**config.mk**
```make
export PLATFORM = sky130hd
export DESIGN_NAME = imem_sync
export DESIGN_NICKNAME = d
export VERILOG_FILES = /design/src/rtl/imem_sync.sv
export SDC_FILE = /design/constraint.sdc
export NUM_CORES = 2
export LEC_CHECK = 0
export ABC_CLOCK_PERIOD_IN_PS = 69300
export BUFFER_PORTS_ARGS = -buffer_cell sky130_fd_sc_hd__buf_2
export CORE_MARGIN = 2
export CORE_UTILIZATION = 43
export DETAILED_ROUTE_END_ITERATION = 8
export PLACE_DENSITY_LB_ADDON = 0.12
export SYNTH_ARGS = -nofsm -noshare
export SYNTH_HDL_FRONTEND = slang
export SYNTH_SLANG_ARGS = --single-unit
```
**constraint.sdc**
```tcl
create_clock -name clk -period 69.3 [get_ports clk]
set_clock_uncertainty 0.1 [all_clocks]
set_input_delay 6.93 -clock clk [delete_from_list [all_inputs] [get_ports clk]]
set_output_delay 6.93 -clock clk [all_outputs]
set_load 0.05 [all_outputs]
```
**src/rtl/imem_sync.sv**
```systemverilog
// Loadable synchronous instruction memory with a fetch handshake.
// Fetches take WAIT_STATES extra cycles; out-of-range PCs return NOOP and set fault.
module imem_sync #(
  parameter int DATA_W      = 32,
  parameter int ADDR_W      = 5,
  parameter int WAIT_STATES = 0
) (
  input  logic              clk,
  input  logic              rst,
  input  logic              load_en,
  input  logic [ADDR_W-1:0] load_addr,
  input  logic [DATA_W-1:0] load_data,
  input  logic              fetch_req,
  input  logic [31:0]       PC,
  output logic [DATA_W-1:0] Instruction,
  output logic              fetch_valid,
  output logic              busy,
  output logic              fault
);

  localparam int DEPTH = 2 ** ADDR_W;
  localparam int CW    = (WAIT_STATES > 1) ? $clog2(WAIT_STATES) : 1;

  typedef enum logic [1:0] {
    IDLE,
    WAIT,
    DONE
  } state_t;

  state_t            state, state_d;
  logic [CW-1:0]     cnt, cnt_d;
  logic [31:0]       pc_q, pc_use;
  logic              accept, complete, in_range;
  logic [DATA_W-1:0] mem [DEPTH];

  always_comb begin
    state_d  = state;
    cnt_d    = cnt;
    complete = 1'b0;
    pc_use   = pc_q;
    accept   = fetch_req && (state != WAIT);
    unique case (state)
      WAIT: begin
        if (cnt == '0) begin
          complete = 1'b1;
          state_d  = DONE;
        end else begin
          cnt_d = cnt - CW'(1);
        end
      end
      default: begin
        if (accept) begin
          // zero-wait fetches complete on the accepting edge, so PC bypasses pc_q
          if (WAIT_STATES == 0) begin
            complete = 1'b1;
            pc_use   = PC;
            state_d  = DONE;
          end else begin
            cnt_d   = CW'(WAIT_STATES - 1);
            state_d = WAIT;
          end
        end else begin
          state_d = IDLE;
        end
      end
    endcase
  end

  assign in_range = (pc_use >> ADDR_W) == '0;
  assign busy     = (state == WAIT);

  always_ff @(posedge clk or posedge rst) begin
    if (rst) begin
      state       <= IDLE;
      cnt         <= '0;
      pc_q        <= '0;
      Instruction <= '0;
      fetch_valid <= 1'b0;
      fault       <= 1'b0;
    end else begin
      state       <= state_d;
      cnt         <= cnt_d;
      fetch_valid <= complete;
      if (accept) pc_q <= PC;
      if (complete) begin
        fault       <= !in_range;
        Instruction <= in_range ? mem[pc_use[ADDR_W-1:0]] : '0;
      end
    end
  end

  // reads above see the pre-write contents on a same-edge collision
  always_ff @(posedge clk or posedge rst) begin
    if (rst) begin
      for (int i = 0; i < DEPTH; i++) mem[i] <= '0;
    end else if (load_en) begin
      mem[load_addr] <= load_data;
    end
  end

endmodule

```
== Yosys cells after proc, flatten, opt, wreduce, memory -nomap -nowiden ==
Cells that the tools add are included.

* Register bits after elaboration: 1093
* Bits of input ports: 73
* Output and inout bits: 35
* Logic and storage cells: 67

* $add $sub $neg: 1
* Magnitude comparators: 3
* Equal/unequal tests: 3
* Muxes and demuxes: 16
* Bitwise gates (word level): 2
* Reductions and logical operators: 4

{| class="wikitable"
|+ Operators with widths
! operator !! number
|-
| 1024-bit bitwise mux || 1
|-
| 32-bit two-way mux || 6
|-
| 32-bit binary-select mux with 5-bit select || 1
|-
| 32-bit demux with 5-bit select || 1
|-
| 32-bit zero test || 1
|-
| 6-bit greater-or-equal comparator (second input constant) || 2
|-
| 5-bit NOT with 6-bit output || 2
|-
| 6-bit by 1-bit < comparator with 1-bit output (second input constant) || 1
|-
| 2-bit two-way mux || 3
|-
| 1-bit two-way mux || 4
|-
| 2-bit by 1-bit == test with 1-bit output (second input constant) || 1
|-
| 1-bit logical AND || 2
|-
| 2-bit by 1-bit inequality test with 1-bit output (second input constant) || 1
|-
| 2-bit inequality test (second input constant) || 1
|-
| 1-bit zero test || 1
|-
| 1-bit subtractor (second input constant) || 1
|}

== Logic depth before layout (Yosys ltp) ==
* Word-level depth: 9
* Gate-level depth with buffers: 13
* Gate-level depth less buffers: 8

== Least setup slack after synthesis ==
Ideal clock, no wire load.

* Kind: input to register
* From: input fetch_req
* To: register Instruction[20]
* Library setup time: 0.149 ns
* Arrival time: 8.637 ns
* Data required time: 69.051 ns
* Setup slack: 60.415 ns
* Cell stages on the path: 10
* Buffers on the path: 4
* Cells stage by stage: buf_6 > mux2i_1 > buf_4 > buf_2 > buf_2 > mux4_2 > a221oi_1 > nand2_1 > o21ai_0 > o22ai_1

* Longest elaborated chain between the ends: 8
* Elaborated cells between the ends (all ways): 11
* Classes of those cells: mux (8); bitwise (1); reduce/logical (2)

{| class="wikitable"
|+ RTL lines
! item !! line !! text
|-
| start: declaration || 13 || <nowiki>input logic fetch_req,</nowiki>
|-
| 1-bit logical AND * || 41 || <nowiki>accept = fetch_req && (state != WAIT);</nowiki>
|-
| 32-bit two-way mux || 52 || <nowiki>if (accept) begin</nowiki>
|-
| 32-bit two-way mux || 42 || <nowiki>unique case (state)</nowiki>
|-
| 5-bit NOT with 6-bit output (not written as such) || 87 || <nowiki>Instruction <= in_range ? mem[pc_use[ADDR_W-1:0]] : '0;</nowiki>
|-
| 32-bit binary-select mux with 5-bit select || 87 ||
|-
| 32-bit two-way mux (not written as such) (2 in series) || 87 ||
|-
| 32-bit two-way mux || 87 ||
|-
| end signal: assignment || 87 ||
|-
| end: declaration || 15 || <nowiki>output logic [DATA_W-1:0] Instruction,</nowiki>
|}

Mark *: on every way between the ends. The rest lies on a longest branch, timed or not. The select of a mux whose other input is x is not followed.
A chain may end at the register's enable or synchronous reset.

== Worst setup path after layout ==
Same ends and word-level chain as after synthesis.

==> results_dict.tcl <==
set metrics [dict create \
    rows 127 \
    drive_gt1_frac 0.339 \
    fin_ws_ns 58.45 \
    nets 4492 \
    fin_hold_ws_ns 0.372 \
    dp_hpwl_um 93900 \
    crit_arrival_ns 11.30 \
    power.clock.fraction 0.360 \
    hold_path_depth 1 \
    start_util 0.435 \
    cts_tree "done" \
    leakage_nw 25.5 \
    place_worst_setup_slack_ns 57.81 \
    stdcell_area_um2 57900 \
    sequentialPowerShare 0.460 \
    drc 0 \
    maxSlewHeadroom 0.199 \
    r2r.worst_path.cells 9 \
    crit_path_max_fanout 67 \
    synth_top_area_frac 0.514 \
    syn_to_final_growth_pct 10.7 \
    period_needed_ns 10.85 \
    post_cts_resized 0 \
    pwr-share-comb 0.179 \
    fin_tns_setup_ns 0 \
    switching_power_mw 0.500 \
    grt_start_max_net_pins 155 \
    outcome "finished clean" \
    cts_max_level 3 \
    syn_area_um2 52300 \
    grt_pass1_vias 37100 \
    syn_area_per_cell_um2 11.5 \
    ys_seq_area_frac 0.514 \
    cts_buffer_depth 3 \
    antenna_left 0 \
    end_kind "flip-flop" \
    cp.required_ns 69.75 \
    wl_per_cell_um 29.4 \
    crit_type "in2reg" \
    dp.cells 5909 \
    cts_root_buf "clkbuf_16" \
    synth.area.top_cells "dfrtp_1 (51%), mux2_2 (22%), nand2_1 (4.0%)" \
    hold_viol 0 \
    dieArea_um2 124000 \
    min_path_type "reg2reg" \
    antenna_found_initial 11 \
    final_util 0.481 \
    ys.flop_type "dfrtp_1" \
    drv_cap 0 \
    drt-pass1-iter-count 5 \
    gp_congestion 0.783 \
    synth_edf_count 0 \
    yosys-top-cells-count "dfrtp_1 (1073), mux2_2 (1038), nand2_1 (561)" \
    synthCells 4536 \
    r2r_slack_ns 64.33 \
    grt_pass1_wl_um 264000 \
    rr_startpoint "pc_q[0]$_DFF_PP0_" \
    io_buffers 106 \
    finalSetupViolCount 0 \
    max_freq_mhz 92.2 \
    final_cells 6132 \
    power.total_mw 1.76 \
    p_int_mw 1.26 \
    min_from "fault$_DFFE_PP0P_" \
    io_pins 108 \
    start_kind "primary input" \
    fin_crit_sh 0.157 \
    clk_pin_slew_ns 0.06 \
    ys_seq_elements 1073 \
    rsz0062_at_grt "false" \
    die_w_um 353 \
    grt_overflow 0 \
    drt_wl_total_um 180000 \
    cts_setup_buffers 0 \
    cts_buffers 120 \
    cts-hold-fix-buffers 0 \
    irDropWorstVdd_mv 0.0224 \
    dieHeight_um 353 \
    cts.sinks 1073 \
    report.final.slew_viol_count 0 \
    synth_most_common_cell "dfrtp_1" \
    syn-num-nets 4609 \
    yosysTopAreaCell "dfrtp_1" \
    drtIter0Drc 3552 \
    place_area_um2 54000 \
    via_per_inst 6.17 \
    insertion_delay_ns 0.72 \
    core_um2 120000 \
    tightestPinTransition_ns 1.20 \
    async_reset_ff_frac 1.00 \
    hold_path_end "fault$_DFFE_PP0P_" \
    yosysWarnings 0 \
    grt_use_total 0.287 \
    r2r-end "Instruction[20]$_DFFE_PP0P_" \
    synth_cell_types 77 \
    p_per_area_nw_per_um2 30.4 \
    vias 37900 \
    swShare 0.284 \
]
==> worst max-delay path by stage <==
stage | from | depth (start not counted) | slack [ns] | end
floorplan | rst | 1 | 32.06 | Instruction[0]$_DFFE_PP0P_
detailed placement | fetch_req | 10 | 57.81 | Instruction[20]$_DFFE_PP0P_
CTS | fetch_req | 10 | 58.58 | Instruction[20]$_DFFE_PP0P_
global placement | fetch_req | 10 | 57.89 | Instruction[20]$_DFFE_PP0P_
finish | fetch_req | 10 | 58.45 | Instruction[20]$_DFFE_PP0P_
global route | rst | 6 | 58.17 | mem[416]$_DFFE_PP0P_
==> area by class of cell <==
| type | count | area (um2) |
|---|---|---|
| antenna | 3 | 7.51 |
| clock buffer | 189 | 3650 |
| clock inverter | 31 | 253 |
| fill | 10900 | 62400 |
| inverter | 51 | 210 |
| multi-input combinational | 2965 | 23500 |
| sequential | 1073 | 26900 |
| tap | 1612 | 2020 |
| timing repair buffer | 208 | 1340 |
==> cell usage in the layout (no fill, tap or decap), drive strengths merged, types with 23 or more instances in the layout <==
master | synthesis | final
a211oi | 76 | 76
a21oi | 236 | 236
a221oi | 57 | 57
a31oi | 82 | 82
a32o | 26 | 26
buf | 217 | 208
clkbuf | 230 | 189
clkinv | 1 | 30
dfrtp | 1073 | 1073
inv | 50 | 49
mux2 | 1038 | 1038
mux2i | 160 | 160
nand2 | 562 | 562
nand3 | 98 | 98
nor2 | 79 | 79
nor2b | 23 | 23
o211ai | 75 | 75
o21ai | 152 | 152
o221ai | 34 | 34
o22ai | 49 | 49
==> sequential cells by signal, summed over array words and instances (netlist names) <==
name / count
Instruction: 32
fault: 1
fetch_valid: 1
mem: 1024
pc_q: 15
==> worst max-delay path, cell delays in order <==
cell,delay [ns]
buf_8,0.32
mux2i_4,0.40
buf_4,0.68
buf_4,0.81
buf_4,0.74
mux4_2,0.60
a221oi_1,0.36
nand2_1,0.08
o21ai_0,0.09
o22ai_1,0.09
==> power by group through the flow <==
stage	Sequential (mW)	Combinational, mW	Clock, mW
floorplan	0.804	0.240	0
global placement	0.817	0.309	0
detailed placement	0.820	0.315	0
CTS	0.809	0.315	0.644
global route	0.826	0.344	0.671
finish	0.810	0.316	0.634
==> metal layers <==
layer / vias to the layer above / GRT usage / share of wire
li1: 16300 / - / -
met1: 20000 / 0.404 / 0.45
met2: 1282 / 0.453 / 0.46
met3: 273 / 0.0522 / 0.067
met4: 2 / 0.0791 / 0.026
met5: - / 0 / 0.000072
==> kinds of logic after synthesis <==
logic type	count (synthesis)	synth area share
multiplexers	1204	0.257
buffers and inverters	498	0.0412
flip-flops	1073	0.514
other	1	0.0000717
AND/OR/NAND/NOR	834	0.0674
AO/OA/AOI/OAI	926	0.121
No activity file was read; power rests on OpenSTA's default activity.
